$ cat config.mk
export PLATFORM = sky130hd
export DESIGN_NAME = store_merge_unit_flat
export DESIGN_NICKNAME = d
export VERILOG_FILES = /design/src/rtl/store_merge_unit_if.sv /design/src/rtl/store_merge_unit.sv /design/src/flat_wrapper.sv
export SDC_FILE = /design/constraint.sdc
export NUM_CORES = 1
export LEC_CHECK = 0
export CORE_MARGIN = 2
export CORE_UTILIZATION = 42
export DETAILED_ROUTE_END_ITERATION = 12
export GPL_ROUTABILITY_DRIVEN = 1
export GPL_TIMING_DRIVEN = 0
export PLACE_DENSITY = 0.77
export SKIP_LAST_GASP = 1
export SLEW_MARGIN = 40
export SYNTH_ARGS = -nofsm -noshare
export SYNTH_HDL_FRONTEND = slang
export SYNTH_SLANG_ARGS = --single-unit
$ cat constraint.sdc
create_clock -name clk -period 1.6 [get_ports clk]
set_input_delay 0.24 -clock clk [delete_from_list [all_inputs] [get_ports clk]]
set_output_delay 0.24 -clock clk [all_outputs]
set_load 0.05 [all_outputs]
$ cat src/rtl/store_merge_unit_if.sv
`default_nettype none
// +--------------------------------------------------------------------------+
// | store_merge_unit_if : request and data-memory bus of the store engine    |
// | Revision 1.0                                                             |
// +--------------------------------------------------------------------------+
interface store_merge_unit_if #(
  parameter int DATA_W = 32,
  parameter int ADDR_W = 32
);
  logic              req_valid;
  logic              req_ready;
  logic [ADDR_W-1:0] req_addr;
  logic [1:0]        req_size;
  logic [DATA_W-1:0] req_data;
  logic [ADDR_W-1:0] mem_addr;
  logic              mem_rd;
  logic [DATA_W-1:0] mem_rdata;
  logic              mem_wr;
  logic [DATA_W-1:0] mem_wdata;
  logic              done;
  logic              err;

  modport master (
    output req_valid, req_addr, req_size, req_data, mem_rdata,
    input  req_ready, mem_addr, mem_rd, mem_wr, mem_wdata, done, err
  );

  modport slave (
    input  req_valid, req_addr, req_size, req_data, mem_rdata,
    output req_ready, mem_addr, mem_rd, mem_wr, mem_wdata, done, err
  );
endinterface
`default_nettype wire

$ cat src/rtl/store_merge_unit.sv
`default_nettype none
// +--------------------------------------------------------------------------+
// | store_merge_unit : read-modify-write store engine merging sub-word lanes |
// | Revision 1.0                                                             |
// +--------------------------------------------------------------------------+
module store_merge_unit #(
  parameter int DATA_W = 32,
  parameter int ADDR_W = 32
) (
  input  wire logic        clk,
  input  wire logic        rst_n,
  store_merge_unit_if.slave io_bus
);
  localparam int OFF_W  = $clog2(DATA_W / 8);
  localparam bit c_WIDE = (DATA_W == 64);

  typedef enum logic [2:0] {
    S_IDLE  = 3'd0,
    S_READ  = 3'd1,
    S_WAIT  = 3'd2,
    S_WRITE = 3'd3,
    S_ERR   = 3'd4
  } state_t;

  state_t            r_state;
  state_t            w_next;
  logic [1:0]        r_size;
  logic [OFF_W-1:0]  r_off;
  logic [DATA_W-1:0] r_data;
  logic [ADDR_W-1:0] r_mem_addr;
  logic [DATA_W-1:0] r_wdata;
  logic              r_mem_rd;
  logic              r_mem_wr;
  logic              r_done;
  logic              r_err;

  logic              w_accept;
  logic              w_full;
  logic              w_misaligned;
  logic [DATA_W-1:0] w_base_mask;
  logic [DATA_W-1:0] w_lane_mask;
  logic [DATA_W-1:0] w_merged;
  logic [OFF_W+2:0]  w_shamt;

  assign w_accept = io_bus.req_valid && (r_state == S_IDLE);

  // Size 11 only means a 32-bit lane on a 64-bit word; otherwise it is full.
  assign w_full = (io_bus.req_size == 2'b00) ||
                  ((io_bus.req_size == 2'b11) && !c_WIDE);

  assign w_misaligned = ((io_bus.req_size == 2'b01) && io_bus.req_addr[0]) ||
                        ((io_bus.req_size == 2'b11) && c_WIDE &&
                         (io_bus.req_addr[1:0] != 2'b00));

  always_comb begin
    w_next = r_state;
    case (r_state)
      S_IDLE: begin
        if (w_accept) begin
          if (w_misaligned)  w_next = S_ERR;
          else if (w_full)   w_next = S_WRITE;
          else               w_next = S_READ;
        end
      end
      S_READ:  w_next = S_WAIT;
      S_WAIT:  w_next = S_WRITE;
      S_WRITE: w_next = S_IDLE;
      S_ERR:   w_next = S_IDLE;
      default: w_next = S_IDLE;
    endcase
  end

  always_comb begin
    w_base_mask = '0;
    case (r_size)
      2'b10:   w_base_mask = DATA_W'(8'hFF);
      2'b01:   w_base_mask = DATA_W'(16'hFFFF);
      default: w_base_mask = DATA_W'(32'hFFFF_FFFF);
    endcase
  end

  assign w_shamt     = {r_off, 3'b000};
  assign w_lane_mask = w_base_mask << w_shamt;
  assign w_merged    = (io_bus.mem_rdata & ~w_lane_mask) |
                       ((r_data & w_base_mask) << w_shamt);

  always_ff @(posedge clk or negedge rst_n) begin
    if (!rst_n) begin
      r_state    <= S_IDLE;
      r_size     <= 2'b00;
      r_off      <= '0;
      r_data     <= '0;
      r_mem_addr <= '0;
      r_wdata    <= '0;
      r_mem_rd   <= 1'b0;
      r_mem_wr   <= 1'b0;
      r_done     <= 1'b0;
      r_err      <= 1'b0;
    end else begin
      r_state  <= w_next;
      // Strobes are decoded from the next state so they are registered outputs.
      r_mem_rd <= (w_next == S_READ);
      r_mem_wr <= (w_next == S_WRITE);
      r_done   <= (w_next == S_WRITE);
      r_err    <= (w_next == S_ERR);
      if (w_accept) begin
        r_size     <= io_bus.req_size;
        r_off      <= io_bus.req_addr[OFF_W-1:0];
        r_data     <= io_bus.req_data;
        r_mem_addr <= {io_bus.req_addr[ADDR_W-1:OFF_W], {OFF_W{1'b0}}};
        if (w_full) begin
          r_wdata <= io_bus.req_data;
        end
      end
      if (r_state == S_WAIT) begin
        r_wdata <= w_merged;
      end
    end
  end

  assign io_bus.req_ready = (r_state == S_IDLE);
  assign io_bus.mem_addr  = r_mem_addr;
  assign io_bus.mem_rd    = r_mem_rd;
  assign io_bus.mem_wr    = r_mem_wr;
  assign io_bus.mem_wdata = r_wdata;
  assign io_bus.done      = r_done;
  assign io_bus.err       = r_err;
endmodule
`default_nettype wire

$ cat src/flat_wrapper.sv
// flat-port wrapper written by rule: the top's interface ports become plain ports
module store_merge_unit_flat 
#(
  parameter int DATA_W = 32,
  parameter int ADDR_W = 32
)
  (clk, rst_n, io_bus_req_valid, io_bus_req_addr, io_bus_req_size, io_bus_req_data, io_bus_mem_rdata, io_bus_req_ready, io_bus_mem_addr, io_bus_mem_rd, io_bus_mem_wr, io_bus_mem_wdata, io_bus_done, io_bus_err);
  store_merge_unit_if #(.DATA_W(DATA_W), .ADDR_W(ADDR_W)) io_bus_i ();
  input  wire logic clk;
  input  wire logic rst_n;
  input wire logic [$bits(io_bus_i.req_valid)-1:0] io_bus_req_valid;
  input wire logic [$bits(io_bus_i.req_addr)-1:0] io_bus_req_addr;
  input wire logic [$bits(io_bus_i.req_size)-1:0] io_bus_req_size;
  input wire logic [$bits(io_bus_i.req_data)-1:0] io_bus_req_data;
  input wire logic [$bits(io_bus_i.mem_rdata)-1:0] io_bus_mem_rdata;
  output wire logic [$bits(io_bus_i.req_ready)-1:0] io_bus_req_ready;
  output wire logic [$bits(io_bus_i.mem_addr)-1:0] io_bus_mem_addr;
  output wire logic [$bits(io_bus_i.mem_rd)-1:0] io_bus_mem_rd;
  output wire logic [$bits(io_bus_i.mem_wr)-1:0] io_bus_mem_wr;
  output wire logic [$bits(io_bus_i.mem_wdata)-1:0] io_bus_mem_wdata;
  output wire logic [$bits(io_bus_i.done)-1:0] io_bus_done;
  output wire logic [$bits(io_bus_i.err)-1:0] io_bus_err;
  assign io_bus_i.req_valid = io_bus_req_valid;
  assign io_bus_i.req_addr = io_bus_req_addr;
  assign io_bus_i.req_size = io_bus_req_size;
  assign io_bus_i.req_data = io_bus_req_data;
  assign io_bus_i.mem_rdata = io_bus_mem_rdata;
  assign io_bus_req_ready = io_bus_i.req_ready;
  assign io_bus_mem_addr = io_bus_i.mem_addr;
  assign io_bus_mem_rd = io_bus_i.mem_rd;
  assign io_bus_mem_wr = io_bus_i.mem_wr;
  assign io_bus_mem_wdata = io_bus_i.mem_wdata;
  assign io_bus_done = io_bus_i.done;
  assign io_bus_err = io_bus_i.err;
  store_merge_unit #(.DATA_W(DATA_W), .ADDR_W(ADDR_W)) u_core (.clk(clk), .rst_n(rst_n), .io_bus(io_bus_i));
endmodule
==> impl_metrics.tcl, run 1 <==
set metrics [dict create \
    status "finished, violations left" \
    fp-row-count 40 \
    synth_top_family_by_area "multiplexers" \
    routed_wl_um 17400 \
    vias_per_cell 5.84 \
    power.density_nw_per_um2 2420 \
    grt_overflow 0 \
    critical_path.startpoint "u_core.r_size[1]" \
    fin_util 0.694 \
    synthAdderAreaFrac 0.00492 \
    drcViolationCount 0 \
    ir_drop_v 0.00125 \
    synth.yosys.seq_area_share 0.512 \
    cp.arrival_ns 2.01 \
    cp-end-kind "flop" \
    place_congestion 0.878 \
    violations "setup timing" \
    worstMarginPinSlew_ns 0.529 \
    drive_gt1_frac 0.325 \
    cts_root_buf "clkbuf_16" \
    tns_ns -4.23 \
    cts_made_buffers 9 \
    fin_nets 720 \
    fillers 861 \
    multi_input_area_um2 2800 \
    r2r-start "u_core.r_size[1]" \
    cts_max_level 3 \
    clock_latency_ns 0.35 \
    hpwl_um 11300 \
    cp-start-kind "flop" \
    rsz0062_at_grt "yes" \
    clock-skew-final_ns 0.00446 \
    grt_pass1_vias 4488 \
    ios 170 \
    ff_latch_area_um2 2610 \
    path_class "flop to flop" \
    worst-path-buf-inv 2 \
    ys_seq_elements 104 \
    synth_xor_area_frac 0.00172 \
    dieArea_um2 13000 \
    clock_path_buffers 2 \
    crit_chain "ha_4 > buf_12 > buf_8 > nor2_4 > a22oi_1 > o2111ai_2 > a21boi_2" \
    synth_top_area_share 0.512 \
    die_w_um 114 \
    hold_violations 0 \
    antenna_found_initial 0 \
    core_um2 11900 \
    syn-cell-area_um2 5080 \
    grtUsageTotal 0.247 \
    detail_route.first_pass.iterations 5 \
    setup_slack_ns -0.126 \
    cts_tree "yes" \
    synth-compound-area-share 0.167 \
    total_power_mw 20.0 \
    timing.fmax_mhz 579 \
    slew_headroom 0.649 \
    cts_sinks 104 \
    period_share 1.08 \
    p_leak_nw 3.67 \
    finalMaxSlewViolations 0 \
    clk_pin_slew_ns 0.07 \
    syn_to_final_growth_pct 62.6 \
    post_drt_wl_per_cell_um 22.6 \
    ant_nets 0 \
    crit_path_max_fanout 8 \
    final_cells 768 \
    antenna_cells 0 \
    grt_pass1_wl_um 24300 \
    ys_types 41 \
    synth_area_leaders "dfrtp_1 (51%), mux2_2 (14%), mux2i_1 (6.3%)" \
    drv_cap 0 \
    initial_core_util 0.427 \
    syn_inst 409 \
    slowest_delay_ns 0.42 \
    synth-simple-area-share 0.0534 \
    numPlacedInstances 725 \
    port_buffers 167 \
    yosysTopAreaCell "dfrtp_1" \
    yosysWarnings 0 \
    synth_area_per_cell_um2 12.4 \
    dr_total_vias 4482 \
    path_delay_family "compound AO/OA/AOI/OAI gates" \
    period_needed_ns 1.73 \
    yosys-mux-area-fraction 0.211 \
    worst_path_max_delay_cell "dfrtp_1" \
    crit_required_ns 1.88 \
    die_y_um 114 \
    post-place-ws_ns -0.767 \
    grt_max_degree 66 \
    hp-class "input pin to asynchronous set/reset pin" \
    drt-initial-drc-count 346 \
    finalSetupViolCount 82 \
]
state kept, by name, summed over array words and instances (netlist names):
signal and count:
u_core.r_data 32, u_core.r_size 2, u_core.r_off 2, u_core.io_bus.mem_wr 1
u_core.r_state 3, u_core.io_bus.err 1, u_core.io_bus.mem_wdata 32, u_core.io_bus.mem_rd 1
u_core.io_bus.mem_addr 30
worst paths after layout:
check,endpoint,slack [ns],cells past startpoint
worst max-delay path,u_core.io_bus.mem_wdata[12],-0.13,7
worst min-delay path,u_core.io_bus.mem_wdata[18],0.36,2
worst max register to register,u_core.io_bus.mem_wdata[12],-0.13,7
worst min register to register,u_core.io_bus.mem_wdata[29],0.48,1
max in group asynchronous,u_core.r_state[0],0.61,3
min in group clk,u_core.io_bus.mem_wdata[18],0.46,3
logic make-up after synthesis:
group                    after synthesis
flip-flops                           104
AO/OA/AOI/OAI                        116
adder cells (fa/ha/maj)                2
other                                  1
AND/OR/NAND/NOR                       49
XOR/XNOR                               1
buffers and inverters                 37
multiplexers                          99
routing by layer:
metal / vias to the layer above / routed length, um / share of wire / GRT usage
met3: 45 / 1320 / 0.076 / 0.0478
met4: 0 / 552 / 0.032 / 0.0935
met2: 217 / 8130 / 0.47 / 0.394
li1: 1964 / - / - / -
met1: 2256 / 7360 / 0.42 / 0.336
met5: - / 0 / 0 / 0
area by class of cell:
class                      instances  area share
tap                              147      0.0222
clock inverter                     3     0.00515
sequential                       104       0.315
buffer                            33      0.0425
multi-input combinational        270       0.338
clock buffer                      12      0.0298
inverter                           2    0.000908
timing repair buffer             197       0.246
cells in the final DEF, fill, tap and decap left out, types with 8 or more instances in the layout:
cell             netlist  routed
nand2_1               19      16
buf_12                 0       8
buf_6                  8      12
mux2i_1               32      31
o22ai_1                9       9
buf_4                  9      19
a21oi_1               16      16
dfrtp_1              104     101
a31oi_1                8       8
a22oi_1               16      10
dlygate4sd2_1          0      65
clkdlybuf4s50_1        0      99
a21boi_2               0       8
nor2b_1               10      10
a211oi_1              10       8
mux2_4                 0      65
clkbuf_16              0      15
synth_stat cells:
cell type,number
a211oi_1,10
a21boi_0,7
a21boi_1,1
a21o_1,7
a21oi_1,16
a221oi_1,8
a22oi_1,16
a311oi_1,7
a31oi_1,8
a32oi_1,7
and2_1,4
buf_1,3
buf_2,11
buf_4,9
buf_6,8
clkbuf_1,4
conb_1,1
dfrtp_1,104
ha_1,2
inv_1,2
mux2_1,5
mux2_2,62
mux2i_1,32
nand2_1,19
nand2b_1,3
nand4b_1,1
nor2_1,7
nor2_4,1
nor2b_1,10
nor3_1,1
nor3b_2,1
nor4b_4,1
o2111ai_1,8
o21a_1,1
o21ai_0,2
o21ai_1,1
o21ba_2,1
o22a_1,7
o22ai_1,9
or2_2,1
xnor2_1,1
stage by stage:
| stage | instance area (um^2) | hold slack [ns] |
|---|---|---|
| after floorplan | 5130 | -0.0556 |
| after global placement | 6990 | 0.470 |
| after detailed placement | 7020 | 0.143 |
| after CTS | 7540 | 0.364 |
| after global routing | 8270 | 0.387 |
| final | 8270 | 0.355 |
report_power, final:
part | leakage [nW] | internal (mW) | switching [mW]
combinational | 2.31 | 5.49 | 7.17
clock | 0.139 | 1.25 | 0.954
sequential | 1.22 | 3.99 | 1.18
timing repair:
action / in CTS / in global routing
resized for setup: 127 / 120
endpoints found under the hold margin: 39 / 0
buffers inserted: 9 / 12
gates cloned: 1 / 7
setup endpoints to repair: 168 / 101
pin swaps: 15 / 19
hold buffers: 1 / 0
Power figures use the tool's default switching activity.
==> run 2: changes to the inputs <==
--- a/config.mk
+++ b/config.mk
@@ -5,12 +5,14 @@
 export SDC_FILE = /design/constraint.sdc
 export NUM_CORES = 1
 export LEC_CHECK = 0
+export CAP_MARGIN = 30
 export CORE_MARGIN = 2
 export CORE_UTILIZATION = 42
 export DETAILED_ROUTE_END_ITERATION = 12
 export GPL_ROUTABILITY_DRIVEN = 1
 export GPL_TIMING_DRIVEN = 0
 export PLACE_DENSITY = 0.77
+export REMOVE_ABC_BUFFERS = 1
 export SKIP_LAST_GASP = 1
 export SLEW_MARGIN = 40
 export SYNTH_ARGS = -nofsm -noshare
==> run 2 against run 1 <==
  * The flow still finishes with violations (setup timing)
  * Final area is 1.6% lower
  * Via count fell by 0.71%
  * Clock skew is 0.0077 ns higher
  * Die area did not move
==> impl_metrics.tcl, run 2 (same netlist as run 1, synthesis figures left out) <==
set metrics [dict create \
    power.density_nw_per_um2 2400 \
    routed_wl_um 17000 \
    cts_root_buf "clkbuf_16" \
    layout_commonest_cell "dfrtp_1" \
    path_delay_family "flip-flops" \
    post-place-ws_ns -0.785 \
    post_drt_wl_per_cell_um 22.2 \
    rsz0062_at_grt "yes" \
    final_cells 766 \
    finalMaxSlewViolations 0 \
    setup_slack_ns -0.109 \
    grt_overflow 0 \
    cts_max_level 3 \
    crit_top_cell "buf_8" \
    cts_made_buffers 9 \
    ir_drop_v 0.00142 \
    status "finished, violations left" \
    slowest_delay_ns 0.50 \
    die_w_um 114 \
    timing.fmax_mhz 585 \
    dr_total_vias 4450 \
    hold_violations 0 \
    cp-end-kind "flop" \
    cp-start-kind "flop" \
    ant_nets 0 \
    cts_tree "yes" \
    vias_per_cell 5.81 \
    worstMarginPinSlew_ns 0.572 \
    period_needed_ns 1.71 \
    drt-initial-drc-count 277 \
    grtUsageTotal 0.254 \
    drv_cap 0 \
    grt_max_degree 56 \
    core_um2 11900 \
    fp-row-count 40 \
    numPlacedInstances 702 \
    crit_required_ns 1.84 \
    dieArea_um2 13000 \
    worst_path_max_delay_cell "dfrtp_4" \
    clock_latency_ns 0.36 \
    design_area_um2 8130 \
    worst-path-buf-inv 4 \
    ios 170 \
    cp.arrival_ns 1.95 \
    violations "setup timing" \
    initial_core_util 0.427 \
    drcViolationCount 0 \
    finalSetupViolCount 54 \
    clk_pin_slew_ns 0.07 \
    clock-skew-final_ns 0.0122 \
    drive_gt1_frac 0.310 \
    place_congestion 0.862 \
    antenna_found_initial 0 \
    crit_path_max_fanout 7 \
    port_buffers 167 \
    hp-class "input pin to flop" \
    grt_pass1_vias 4651 \
    path_class "flop to flop" \
    p_leak_nw 3.59 \
    mostFrequentLayoutCells "dfrtp_1 (99), clkdlybuf4s50_1 (98), dlygate4sd2_1 (67)" \
    detail_route.first_pass.iterations 5 \
    antenna_cells 0 \
    crit_chain "nor4b_4 > buf_6 > buf_8 > buf_8 > buf_8 > mux2_2" \
    grt_pass1_wl_um 25200 \
    clock_path_buffers 2 \
    syn_to_final_growth_pct 60.0 \
    period_share 1.07 \
    slew_headroom 0.620 \
    fin_nets 717 \
    die_y_um 114 \
    dpl-instance-area_um2 6850 \
    reg2reg_slack_ns -0.11 \
    hpwl_um 10700 \
    cts_sinks 104 \
]
run 2: what timing repair did:
item                       4_1_cts  5_1_grt
gates resized for setup        155       74
hold buffers                     1        0
pin swaps                       14       27
setup endpoints to repair      166       95
gates cloned                     2        2
buffers inserted                34       11
hold endpoints to repair        49        0
run 2: cell type report:
| class | count | area (um^2) |
|---|---|---|
| fill | 868 | 3780 |
| multi-input combinational | 270 | 2710 |
| sequential | 104 | 2620 |
| timing repair buffer | 227 | 2340 |
| clock buffer | 12 | 246 |
| tap | 147 | 184 |
| clock inverter | 4 | 31.3 |
| inverter | 2 | 7.51 |
run 2: worst paths after layout:
kind                                                  start                     endpoint  cells after the start
worst min-delay path                     io_bus_req_size[1]             u_core.r_size[1]                      2
worst max-delay path                      u_core.r_state[1]    u_core.io_bus.mem_addr[8]                      6
worst min register to register  u_core.io_bus.mem_wdata[25]  u_core.io_bus.mem_wdata[25]                      1
worst max register to register            u_core.r_state[1]    u_core.io_bus.mem_addr[8]                      6
max in group asynchronous                             rst_n              u_core.r_off[1]                      3
min in group asynchronous                             rst_n    u_core.io_bus.mem_addr[5]                      2
run 2: where the power goes:
| part | switching (mW) | internal, mW | leakage [nW] |
|---|---|---|---|
| clock | 0.996 | 1.10 | 0.125 |
| sequential | 1.16 | 4.01 | 1.22 |
| combinational | 7.03 | 5.22 | 2.24 |
run 2: per-layer routing:
| metal | routed length, um | GRT usage |
|---|---|---|
| met1 | 6760 | 0.309 |
| met2 | 8240 | 0.414 |
| met3 | 1580 | 0.0871 |
| met4 | 430 | 0.104 |
| met5 | 0 | 0 |
run 2: per-stage QoR:
step / TNS (ns) / hold WS, ns / util / total power, mW
finish: -1.78 / 0.294 / 0.683 / 19.5
global placement: -649.76 / 0.464 / 0.563 / 14.7
floorplan: -155.02 / -0.0556 / - / 11.6
global route: -4.98 / 0.308 / 0.683 / 20.4
CTS: -1.31 / 0.292 / 0.644 / 18.0
detailed placement: -53.40 / 0.181 / 0.575 / 15.1
==> run 3: changes to the inputs <==
--- a/config.mk
+++ b/config.mk
@@ -6,12 +6,14 @@
 export NUM_CORES = 1
 export LEC_CHECK = 0
 export CAP_MARGIN = 30
+export CELL_PAD_IN_SITES_DETAIL_PLACEMENT = 1
+export CELL_PAD_IN_SITES_GLOBAL_PLACEMENT = 1
 export CORE_MARGIN = 2
-export CORE_UTILIZATION = 42
+export CORE_UTILIZATION = 32
 export DETAILED_ROUTE_END_ITERATION = 12
 export GPL_ROUTABILITY_DRIVEN = 1
 export GPL_TIMING_DRIVEN = 0
-export PLACE_DENSITY = 0.77
+export PLACE_DENSITY_LB_ADDON = 0.1
 export REMOVE_ABC_BUFFERS = 1
 export SKIP_LAST_GASP = 1
 export SLEW_MARGIN = 40
==> run 3 against run 2 <==
  * The run still ends with setup timing left
  * Hold slack gained 0.052 ns
  * Critical path depth fell by 1
  * Flip-flop and latch count is the same
  * Critical endpoint is now u_core.io_bus.mem_addr[28]
  * Sequential power grew 0.8%
  * Core utilization is 14 points lower
  * Largest cell class unchanged
  * Clock skew shrank 0.0056 ns
  * Register-to-register slack barely moved
  * Sequential share of layout area shrank 1.6 points
  * Setup slack lost 0.0089 ns
  * Cell count rose by 10%
==> impl_metrics.tcl, run 3 (same netlist as run 1, synthesis figures left out) <==
set metrics [dict create \
    clock_path_buffers 2 \
    p_leak_nw 3.73 \
    place_congestion 0.769 \
    crit_cells 5 \
    crit_chain "nor4b_4 > buf_6 > buf_12 > buf_12 > mux2_4" \
    status "finished, violations left" \
    clock_latency_ns 0.36 \
    p_sw_mw 9.45 \
    fp-row-count 46 \
    period_needed_ns 1.72 \
    r2r-start "u_core.r_state[1]" \
    p_comb_frac 0.631 \
    crit_required_ns 1.84 \
    core_um2 15700 \
    p_int_mw 10.9 \
    hold_ws_ns 0.346 \
    clock-skew-final_ns 0.00655 \
    ir_drop_v 0.00137 \
    power.density_nw_per_um2 2390 \
    hp-class "input pin to asynchronous set/reset pin" \
    violations "setup timing" \
    cp-start-kind "flop" \
    grt_max_degree 70 \
    path_class "flop to flop" \
    period_share 1.07 \
    mostFrequentLayoutCells "dfrtp_1 (100), clkdlybuf4s50_1 (99), mux2_4 (66), dlygate4sd2_1 (66), mux2i_1 (27)" \
    clk_pin_slew_ns 0.07 \
    cp.arrival_ns 1.96 \
    crit_path_max_fanout 8 \
    layout_commonest_cell "dfrtp_1" \
    slowest_delay_ns 0.50 \
    fin_nets 727 \
    hold_violations 0 \
    finalMaxSlewViolations 0 \
    drcViolationCount 0 \
    timing.rr.end "u_core.io_bus.mem_addr[28]" \
    ant_nets 0 \
    ios 170 \
    path_delay_family "flip-flops" \
    cts_root_buf "clkbuf_16" \
    routed_wl_um 18400 \
    rsz0062_at_grt "yes" \
    syn_to_final_growth_pct 68.0 \
    tns_ns -5.97 \
    initial_core_util 0.324 \
    crit_top_cell "buf_12" \
    cts_made_buffers 9 \
    detail_route.first_pass.iterations 4 \
    reg2reg_slack_ns -0.12 \
    slew_headroom 0.642 \
    grtUsageTotal 0.218 \
    die_w_um 130 \
    antenna_found_initial 1 \
    grt_pass1_wl_um 27800 \
    critical_path.startpoint "u_core.r_state[1]" \
    setup_slack_ns -0.118 \
    timing.fmax_mhz 582 \
    clkPwrFrac 0.114 \
    crit_path_end "u_core.io_bus.mem_addr[28]" \
    worst_path_max_delay_cell "dfrtp_4" \
    finalSetupViolCount 82 \
    cts_tree "yes" \
    dr_total_vias 4413 \
    port_buffers 167 \
    grt_overflow 0 \
    dieArea_um2 16900 \
    drt-initial-drc-count 210 \
    r2r_cells 5 \
    worstMarginPinSlew_ns 0.539 \
    drive_gt1_frac 0.343 \
    post-place-ws_ns -0.931 \
    cp-end-kind "flop" \
    p_sw_frac 0.463 \
    die_y_um 130 \
    drv_cap 0 \
    cts_max_level 3 \
    worst-path-buf-inv 3 \
    grt_pass1_vias 4925 \
    vias_per_cell 5.22 \
    post_drt_wl_per_cell_um 21.8 \
    cts_sinks 104 \
    hpwl_um 11500 \
    p_seq_frac 0.255 \
]
-- run 3: what timing repair did --
item / CTS / global route
pin swaps: 22 / 35
resized for setup: 203 / 79
hold buffers: 1 / 0
endpoints found under the hold margin: 35 / 0
buffers inserted: 37 / 21
setup endpoints to repair: 167 / 98
cloned: 3 / 2
-- run 3: worst min path at each step --
stage               slack (ns)                         from  cells past startpoint                           to
detailed placement        0.13                        rst_n                      1   u_core.io_bus.mem_addr[15]
global placement          0.46  u_core.io_bus.mem_wdata[25]                      1  u_core.io_bus.mem_wdata[25]
CTS                       0.35                        rst_n                      2   u_core.io_bus.mem_addr[15]
global route              0.36                        rst_n                      2   u_core.io_bus.mem_addr[15]
finish                    0.35                        rst_n                      2   u_core.io_bus.mem_addr[15]
floorplan                -0.06                        rst_n                      0            u_core.io_bus.err
-- run 3: worst register-to-register path: cells and delay by family, from the launching register on --
kind,cells,cell delay [ns]
flip-flops,1,0.50
buffers and inverters,3,0.46
AND/OR/NAND/NOR,1,0.34
multiplexers,1,0.30
-- run 3: layer usage --
| metal | global-route usage | vias up | wire [um] |
|---|---|---|---|
| met3 | 0.0562 | 33 | 1210 |
| met4 | 0.0867 | 0 | 545 |
| met1 | 0.270 | 2221 | 7680 |
| li1 | - | 1993 | - |
| met2 | 0.365 | 166 | 9000 |
| met5 | 0 | - | 0 |
-- run 3: area by class of cell --
class | instances | area, um^2
fill | 1605 | 7170
sequential | 104 | 2620
clock inverter | 4 | 51.3
multi-input combinational | 271 | 2860
timing repair buffer | 236 | 2470
clock buffer | 12 | 256
inverter | 2 | 7.51
tap | 216 | 270
antenna | 1 | 2.50
-- run 3: power groups by stage --
stage	sequential (mW)	clock (mW)	combinational (mW)
6_report	5.21	2.32	12.9
5_1_grt	5.38	2.49	13.6
4_1_cts	5.13	2.38	11.8
3_5_place_dp	5.41	0	9.85
3_3_place_gp	5.32	0	9.64
2_1_floorplan	7.86	0	3.70
-- run 3: stage by stage --
stage	power, mW	instance area, um^2	util	cells
after floorplan	11.6	4850	-	375
after global placement	15.0	6790	0.432	758
after detailed placement	15.3	6940	0.442	771
after CTS	19.3	8100	0.516	828
after global routing	21.5	8540	0.543	845
final	20.4	8540	0.543	846
